<file path="src/rtl/mem_arbiter_if.sv">
// Bus bundle between mem_arbiter, its two requesters (fetch and load/store) and the memory.
// The slave modport is the arbiter's view; the master modport is the view of the core and memory.
interface mem_arbiter_if;
   logic        if_req;
   logic [31:0] if_addr;
   logic [31:0] if_rdata;
   logic        if_valid;
   logic        dm_req;
   logic        dm_we;
   logic [2:0]  dm_width;
   logic [31:0] dm_addr;
   logic [31:0] dm_wdata;
   logic [31:0] dm_rdata;
   logic        dm_valid;
   logic        dm_err;
   logic        stall;
   logic        mem_en;
   logic        mem_we;
   logic [31:0] mem_addr;
   logic [3:0]  mem_be;
   logic [31:0] mem_wdata;
   logic [31:0] mem_rdata;

   modport slave (
      input  if_req, if_addr, dm_req, dm_we, dm_width, dm_addr, dm_wdata, mem_rdata,
      output if_rdata, if_valid, dm_rdata, dm_valid, dm_err, stall,
      output mem_en, mem_we, mem_addr, mem_be, mem_wdata
   );

   modport master (
      output if_req, if_addr, dm_req, dm_we, dm_width, dm_addr, dm_wdata, mem_rdata,
      input  if_rdata, if_valid, dm_rdata, dm_valid, dm_err, stall,
      input  mem_en, mem_we, mem_addr, mem_be, mem_wdata
   );
endinterface

</file>
<file path="src/rtl/mem_arbiter.sv">
// Single-port memory arbiter: serialises fetch and load/store onto one memory, builds byte
// enables and lane-replicated store data, extends load data and stalls the pipeline meanwhile.
// Optional feature: define MEM_ARBITER_MISALIGN_TRAP_EN to reject misaligned data accesses
// with a dm_err pulse; otherwise they are issued with the low address bits forced aligned.
module mem_arbiter #(
   parameter int unsigned MEM_LATENCY = 1
) (
   input  logic          clk,
   input  logic          rst,
   mem_arbiter_if.slave  bus
);

   localparam int unsigned CW = (MEM_LATENCY < 2) ? 1 : $clog2(MEM_LATENCY);
   localparam logic [CW-1:0] LastCnt = CW'(MEM_LATENCY - 1);

   typedef enum logic [1:0] {StIdle, StAccess, StDone} state_e;
   typedef enum logic [1:0] {SzWord, SzHalf, SzByte} size_e;

   state_e        state_q, state_d;
   logic [CW-1:0] cnt_q, cnt_d;
   logic          gnt_dm_q, gnt_dm_d;
   logic          we_q, we_d;
   size_e         size_q, size_d;
   logic          uns_q, uns_d;
   logic          err_q, err_d;
   logic [31:0]   addr_q, addr_d;
   logic [31:0]   wdata_q, wdata_d;
   logic          served_dm_q, served_dm_d;
   logic          served_if_q, served_if_d;

   size_e         req_size;
   logic [31:0]   req_addr;
   logic          misalign;
   logic          done, first;
   logic          served_dm_now, served_if_now;
   logic          pend_dm, pend_if, stall_int;
   logic [3:0]    be;
   logic [31:0]   lane_wdata;
   logic [31:0]   shifted;
   logic [31:0]   ext_rdata;

   // Decode the incoming data width and align the request address to its natural boundary.
   always_comb begin
      req_size = SzWord;
      case (bus.dm_width)
         3'b001, 3'b101: req_size = SzHalf;
         3'b010, 3'b110: req_size = SzByte;
         default:        req_size = SzWord;
      endcase
      misalign = ((req_size == SzHalf) && bus.dm_addr[0]) ||
                 ((req_size == SzWord) && (bus.dm_addr[1:0] != 2'b00));
      req_addr = bus.dm_addr;
      if (req_size == SzHalf) begin
         req_addr[0] = 1'b0;
      end else if (req_size == SzWord) begin
         req_addr[1:0] = 2'b00;
      end
   end

   // Pending/stall logic; served flags count the completion happening in this DONE cycle.
   always_comb begin
      done          = (state_q == StDone) && !rst;
      first         = (state_q == StAccess) && (cnt_q == '0) && !rst;
      served_dm_now = served_dm_q || ((state_q == StDone) && gnt_dm_q);
      served_if_now = served_if_q || ((state_q == StDone) && !gnt_dm_q);
      pend_dm       = bus.dm_req && !served_dm_now;
      pend_if       = bus.if_req && !served_if_now;
      stall_int     = pend_dm || pend_if || (state_q == StAccess);
   end

   // Next-state logic: grant in IDLE (data first), count latency in ACCESS, complete in DONE.
   always_comb begin
      state_d     = state_q;
      cnt_d       = cnt_q;
      gnt_dm_d    = gnt_dm_q;
      we_d        = we_q;
      size_d      = size_q;
      uns_d       = uns_q;
      err_d       = err_q;
      addr_d      = addr_q;
      wdata_d     = wdata_q;
      served_dm_d = served_dm_now;
      served_if_d = served_if_now;
      // Flags clear once the pipeline is released so the next instruction's requests count.
      if (!stall_int) begin
         served_dm_d = 1'b0;
         served_if_d = 1'b0;
      end
      case (state_q)
         StIdle: begin
            if (pend_dm) begin
               gnt_dm_d = 1'b1;
               we_d     = bus.dm_we;
               size_d   = req_size;
               uns_d    = bus.dm_width[2];
               addr_d   = req_addr;
               wdata_d  = bus.dm_wdata;
               cnt_d    = '0;
`ifdef MEM_ARBITER_MISALIGN_TRAP_EN
               err_d    = misalign;
               state_d  = misalign ? StDone : StAccess;
`else
               err_d    = 1'b0;
               state_d  = StAccess;
`endif
            end else if (pend_if) begin
               gnt_dm_d = 1'b0;
               we_d     = 1'b0;
               size_d   = SzWord;
               uns_d    = 1'b0;
               addr_d   = bus.if_addr;
               wdata_d  = '0;
               err_d    = 1'b0;
               cnt_d    = '0;
               state_d  = StAccess;
            end
         end
         StAccess: begin
            cnt_d = cnt_q + 1'b1;
            if (cnt_q == LastCnt) begin
               state_d = StDone;
            end
         end
         StDone: begin
            err_d   = 1'b0;
            state_d = StIdle;
         end
         default: state_d = StIdle;
      endcase
   end

   // State register with synchronous reset.
   always_ff @(posedge clk) begin
      if (rst) begin
         state_q     <= StIdle;
         cnt_q       <= '0;
         gnt_dm_q    <= 1'b0;
         we_q        <= 1'b0;
         size_q      <= SzWord;
         uns_q       <= 1'b0;
         err_q       <= 1'b0;
         addr_q      <= '0;
         wdata_q     <= '0;
         served_dm_q <= 1'b0;
         served_if_q <= 1'b0;
      end else begin
         state_q     <= state_d;
         cnt_q       <= cnt_d;
         gnt_dm_q    <= gnt_dm_d;
         we_q        <= we_d;
         size_q      <= size_d;
         uns_q       <= uns_d;
         err_q       <= err_d;
         addr_q      <= addr_d;
         wdata_q     <= wdata_d;
         served_dm_q <= served_dm_d;
         served_if_q <= served_if_d;
      end
   end

   // Byte enables, lane-replicated store data and extended load data from the latched request.
   always_comb begin
      be         = 4'b1111;
      lane_wdata = wdata_q;
      shifted    = bus.mem_rdata >> {addr_q[1:0], 3'b000};
      ext_rdata  = bus.mem_rdata;
      case (size_q)
         SzHalf: begin
            be         = addr_q[1] ? 4'b1100 : 4'b0011;
            lane_wdata = {2{wdata_q[15:0]}};
            ext_rdata  = {{16{!uns_q && shifted[15]}}, shifted[15:0]};
         end
         SzByte: begin
            be         = 4'b0001 << addr_q[1:0];
            lane_wdata = {4{wdata_q[7:0]}};
            ext_rdata  = {{24{!uns_q && shifted[7]}}, shifted[7:0]};
         end
         default: ;
      endcase
      if (!gnt_dm_q) begin
         be = 4'b1111;
      end
   end

   // Memory strobe only in the first ACCESS cycle; everything is zero otherwise and in reset.
   assign bus.mem_en    = first;
   assign bus.mem_we    = first && gnt_dm_q && we_q;
   assign bus.mem_addr  = first ? {addr_q[31:2], 2'b00} : '0;
   assign bus.mem_be    = first ? be : '0;
   assign bus.mem_wdata = (first && gnt_dm_q && we_q) ? lane_wdata : '0;

   assign bus.if_valid  = done && !gnt_dm_q;
   assign bus.if_rdata  = (done && !gnt_dm_q) ? bus.mem_rdata : '0;
   assign bus.dm_valid  = done && gnt_dm_q && !err_q;
   assign bus.dm_rdata  = (done && gnt_dm_q && !err_q) ? ext_rdata : '0;
   assign bus.dm_err    = done && gnt_dm_q && err_q;
   assign bus.stall     = stall_int && !rst;

endmodule

</file>
<file path="src/flat_wrapper.sv">
// flat-port wrapper written by rule: the top's interface ports become plain ports
module mem_arbiter_flat 
#(
   parameter int unsigned MEM_LATENCY = 1
)
  (clk, rst, bus_if_req, bus_if_addr, bus_dm_req, bus_dm_we, bus_dm_width, bus_dm_addr, bus_dm_wdata, bus_mem_rdata, bus_if_rdata, bus_if_valid, bus_dm_rdata, bus_dm_valid, bus_dm_err, bus_stall, bus_mem_en, bus_mem_we, bus_mem_addr, bus_mem_be, bus_mem_wdata);
  mem_arbiter_if bus_i ();
  input  logic clk;
  input  logic rst;
  input wire logic [$bits(bus_i.if_req)-1:0] bus_if_req;
  input wire logic [$bits(bus_i.if_addr)-1:0] bus_if_addr;
  input wire logic [$bits(bus_i.dm_req)-1:0] bus_dm_req;
  input wire logic [$bits(bus_i.dm_we)-1:0] bus_dm_we;
  input wire logic [$bits(bus_i.dm_width)-1:0] bus_dm_width;
  input wire logic [$bits(bus_i.dm_addr)-1:0] bus_dm_addr;
  input wire logic [$bits(bus_i.dm_wdata)-1:0] bus_dm_wdata;
  input wire logic [$bits(bus_i.mem_rdata)-1:0] bus_mem_rdata;
  output wire logic [$bits(bus_i.if_rdata)-1:0] bus_if_rdata;
  output wire logic [$bits(bus_i.if_valid)-1:0] bus_if_valid;
  output wire logic [$bits(bus_i.dm_rdata)-1:0] bus_dm_rdata;
  output wire logic [$bits(bus_i.dm_valid)-1:0] bus_dm_valid;
  output wire logic [$bits(bus_i.dm_err)-1:0] bus_dm_err;
  output wire logic [$bits(bus_i.stall)-1:0] bus_stall;
  output wire logic [$bits(bus_i.mem_en)-1:0] bus_mem_en;
  output wire logic [$bits(bus_i.mem_we)-1:0] bus_mem_we;
  output wire logic [$bits(bus_i.mem_addr)-1:0] bus_mem_addr;
  output wire logic [$bits(bus_i.mem_be)-1:0] bus_mem_be;
  output wire logic [$bits(bus_i.mem_wdata)-1:0] bus_mem_wdata;
  assign bus_i.if_req = bus_if_req;
  assign bus_i.if_addr = bus_if_addr;
  assign bus_i.dm_req = bus_dm_req;
  assign bus_i.dm_we = bus_dm_we;
  assign bus_i.dm_width = bus_dm_width;
  assign bus_i.dm_addr = bus_dm_addr;
  assign bus_i.dm_wdata = bus_dm_wdata;
  assign bus_i.mem_rdata = bus_mem_rdata;
  assign bus_if_rdata = bus_i.if_rdata;
  assign bus_if_valid = bus_i.if_valid;
  assign bus_dm_rdata = bus_i.dm_rdata;
  assign bus_dm_valid = bus_i.dm_valid;
  assign bus_dm_err = bus_i.dm_err;
  assign bus_stall = bus_i.stall;
  assign bus_mem_en = bus_i.mem_en;
  assign bus_mem_we = bus_i.mem_we;
  assign bus_mem_addr = bus_i.mem_addr;
  assign bus_mem_be = bus_i.mem_be;
  assign bus_mem_wdata = bus_i.mem_wdata;
  mem_arbiter #(.MEM_LATENCY(MEM_LATENCY)) u_core (.clk(clk), .rst(rst), .bus(bus_i));
endmodule
</file>
<file path="config.mk">
export PLATFORM = sky130hd
export DESIGN_NAME = mem_arbiter_flat
export DESIGN_NICKNAME = d
export VERILOG_FILES = /design/src/rtl/mem_arbiter_if.sv /design/src/rtl/mem_arbiter.sv /design/src/flat_wrapper.sv
export SDC_FILE = /design/constraint.sdc
export NUM_CORES = 1
export LEC_CHECK = 0
export ABC_CLOCK_PERIOD_IN_PS = 3300
export BUFFER_PORTS_ARGS = -buffer_cell sky130_fd_sc_hd__buf_2
export CORE_AREA = 2 2 106 108
export CTS_BUF_LIST = sky130_fd_sc_hd__clkbuf_8
export DETAILED_ROUTE_END_ITERATION = 8
export DIE_AREA = 0 0 108 110
export PLACE_DENSITY = 0.79
export RECOVER_POWER = 50
export SYNTH_ARGS = -nofsm -noshare
export SYNTH_HDL_FRONTEND = slang
export SYNTH_SLANG_ARGS = --single-unit
</file>
<file path="constraint.sdc">
create_clock -name clk -period 3.3 [get_ports clk]
set_input_delay 0.33 -clock clk [delete_from_list [all_inputs] [get_ports clk]]
set_output_delay 0.33 -clock clk [all_outputs]
set_load 0.005 [all_outputs]
</file>
==> summary.md <==
| Metric | Value |
|---|---|
| Clock-pin slew on the worst setup and hold paths | 0.10 ns |
| Crit path to | bus_dm_rdata[29] |
| Sequential fraction of the synthesis area | 32.7% |
| Antenna violations before repair | 1 |
| Initial Util | 42.4% |
| Grt total ovfl | 0 |
| Post-CTS Hold Buffers | 0 |
| Required time worst endpoint | 2.97 ns |
| Root buf cell | clkbuf_8 |
| Mux share of post-synthesis cell area | 8.66% |
| Final core occ | 57.1% |
| Mapped Cells | 543 |
| Most common library cells after synthesis | 79 x nor2_1, 74 x dfxtp_1, 71 x and2_1 |
| Register Area | 1480 sq um |
| Pin count of the biggest net entering global routing | 64 |
| H-tree depth | 3 |
| Final Cycle Share | 89.0% |
| Worst VDD drop | 0.258 mV |
| Routed len/inst | 16.2 um |
| EDFF count, synth | 0 |
| Largest family of logic cells by synthesized area | compound AO/OA/AOI/OAI gates |
| Asr flop ratio synth | 0% |
| PD cells | 384 nW/um^2 |
| Syn. warnings | 0 |
| Setup slack, reg-to-reg | 0.72 ns |
| DIE HEIGHT | 110 um |
| First-pass GRT wire length | 22.7 mm |
| Critical Path AT | 2.61 ns |
| Die W | 108 um |
| I/O pins | 274 |
| Post-DP HPWL | 11.5 mm |
| Status | finished with violations |
| Worst r2r src | u_core.served_dm_q$_SDFF_PP0_ |
| Critical Path Source | u_core.state_q[1]$_SDFFE_PP0P_ |
| Reg2Reg Capture Point | u_core.addr_q[9]$_SDFFE_PP0P_ |
| Initial drt markers | 305 |
| CORE AREA | 10700 sq um |
| Tmin final | 2.94 ns |
| Clock Path Buffers | 2 |
| Fin Setup TNS | 0 ns |
| Final setup violation count | 0 |
| Mapped cell area | 4540 sq um |
| Pleak | 3.24 nW |
| Detailed Route WL | 15.1 mm |
| Hold Vio Cnt, Final | 0 |
| Fraction of layout cells with a size suffix above 1 | 37.8% |
| Fillcell total | 1039 |
| Worst setup margin | 0.364 ns |
| Post-Synth XOR/XNOR Area | 0.193% |
| Max Clock Freq | 341 MHz |
| Synth unique cells | 45 |
| RSZ-0062 raised after global routing | false |
| CTS tree | built |
| Synth Register Bits | 74 |
| Number of setup buffers added after CTS | 0 |
| Worst-margin pin slew | 1.61 ns |
| Worst setup SP type | flip-flop |
| Area delta synth->final | 34.7% |
| Largest area contributor in the netlist | dfxtp_1 |
| Routability cong. | 0.864 |
| GRT Total Usage | 24.1% |
| Maximum capacitance violations | 1 |
| Total CTS buffers | 9 |
| Hold WC Path Type | primary input to flip-flop |
| Most area-consuming cells after synthesis | dfxtp_1 33%, and2_1 9.8%, mux2i_1 8.2%, a22o_1 6.8%, nor2_1 6.5% |
| Crit path kind | flip-flop to output port |
| CP Capture Type | output port |
| R2R depth | 5 |
| Multi-input gate area | 2760 sq um |
| Pre-CTS WS | 0.885 ns |
| Vias in the first global route | 4536 |
| Failing checks | max-capacitance violations, max-slew violations |
| DR vias/cell | 5.36 |
| Synth Area in Compound Gates | 29.0% |
| Slew Limit Fails | 37 |
| Post-synth top area share | 32.7% |
| Total number of vias | 5002 |
| Drt pass-1 iters | 5 |
| DRC viols | 0 |
| Count leader, synth | nor2_1 |
| Die Footprint | 11900 sq um |
| Adder-cell area share of the yosys netlist | 1.10% |
| CP Max Fanout | 18 |
| Hold slack | 0.183 ns |
| Worst-Skew Late Latency | 0.35 ns |
| Relative slew slack | -7.35% |
| Buffers on Ports | 270 |
| Clk sinks | 74 |
| Rows | 38 |
| Post-DRT Antenna Nets | 0 |
| Post_cts resized | 0 |
| Syn_area_per_cell | 8.35 sq um |
| Post-Route Skew | 0.0145 ns |
| Simple-gate share of the synthesized area | 21.7% |
| Main synth FF type | dfxtp_1 |
| Final nets | 927 |
[sequential cells by signal, indices dropped and copies added, names as in the netlist]
signal / count
u_core.addr_q: 32
u_core.wdata_q: 32
u_core.size_q: 2
u_core.state_q: 2
u_core.cnt_q: 1
u_core.gnt_dm_q: 1
u_core.served_dm_q: 1
u_core.served_if_q: 1
u_core.uns_q: 1
u_core.we_q: 1
[how the worst min path moves through the flow]
stage                                      end                       startpoint  slack, ns  cells after the start
2_1_floorplan         u_core.we_q$_SDFFE_PP0P_                        bus_dm_we       0.44                      2
3_3_place_gp   u_core.wdata_q[28]$_SDFFE_PP0P_  u_core.wdata_q[28]$_SDFFE_PP0P_       0.46                      1
3_5_place_dp   u_core.wdata_q[28]$_SDFFE_PP0P_  u_core.wdata_q[28]$_SDFFE_PP0P_       0.46                      1
4_1_cts        u_core.wdata_q[15]$_SDFFE_PP0P_                 bus_dm_wdata[15]       0.17                      2
5_1_grt        u_core.wdata_q[19]$_SDFFE_PP0P_                 bus_dm_wdata[19]       0.17                      2
6_report        u_core.wdata_q[5]$_SDFFE_PP0P_                  bus_dm_wdata[5]       0.18                      2
[cells in the final DEF (no fill, tap or decap), drive strengths merged, types with 2 or more instances in the layout]
master,netlist,routed
o21ai,13,13
nor2b,8,8
a22oi,24,24
o21bai,2,2
buf,18,273
conb,1,3
a221o,9,9
a21o,18,18
a21oi,14,14
clkinv,2,2
a211oi,32,32
nand2b,7,7
nor3,10,10
clkbuf,35,20
nor2,79,79
mux2,2,2
mux2i,37,37
or2,2,2
ha,4,4
a311oi,2,2
o2bb2ai,14,14
inv,11,15
clkinvlp,0,2
dfxtp,74,74
nand2,5,5
and2,71,71
a22o,35,35
[layer usage]
layer	vias to the layer above	GRT usage (%)	share of wire [%]
met2	246	46.0	52
met4	0	6.96	1.6
met1	2298	27.8	40
met5	-	0	0
met3	17	3.53	7.1
li1	2441	-	-
[kinds of logic after synthesis]
logic type	Yosys count
simple gates	189
compound gates	169
flops	74
buf+inv	66
mux	39
fa+ha+maj	4
other cells	1
xor+xnor	1
[per-stage QoR]
stage | cells | total power (W) | instance area [sq um]
3_5_place_dp | 916 | 0.00162 | 5950
6_report | 933 | 0.00235 | 6110
2_1_floorplan | 545 | 0.00141 | 4540
5_1_grt | 933 | 0.00248 | 6110
4_1_cts | 932 | 0.00237 | 6160
3_3_place_gp | 916 | 0.00161 | 5950
[power breakdown]
group	internal (W)	switching, W	total [W]
registers	0.000982	0.0000774	0.00106
clock network	0.000363	0.000390	0.000753
logic	0.000246	0.000288	0.000534
[worst max-delay path: stages (launching register included)]
cell and delay (ns):
dfxtp_1 0.47, nor2b_1 0.26, nand3b_1 0.57, nor2_1 0.45, buf_4 0.27, a21o_1 0.14
buf_2 0.11
[area by class of cell]
type	count	share of cell area (%)
diodes	1	0.0410
clock buffers	9	2.03
clock inverters	7	1.35
inverters	13	0.799
multi-input cells	405	45.1
flip-flops and latches	74	24.2
well taps	140	2.87
repair buffers	284	23.5
(Power assumes the default switching activity.)
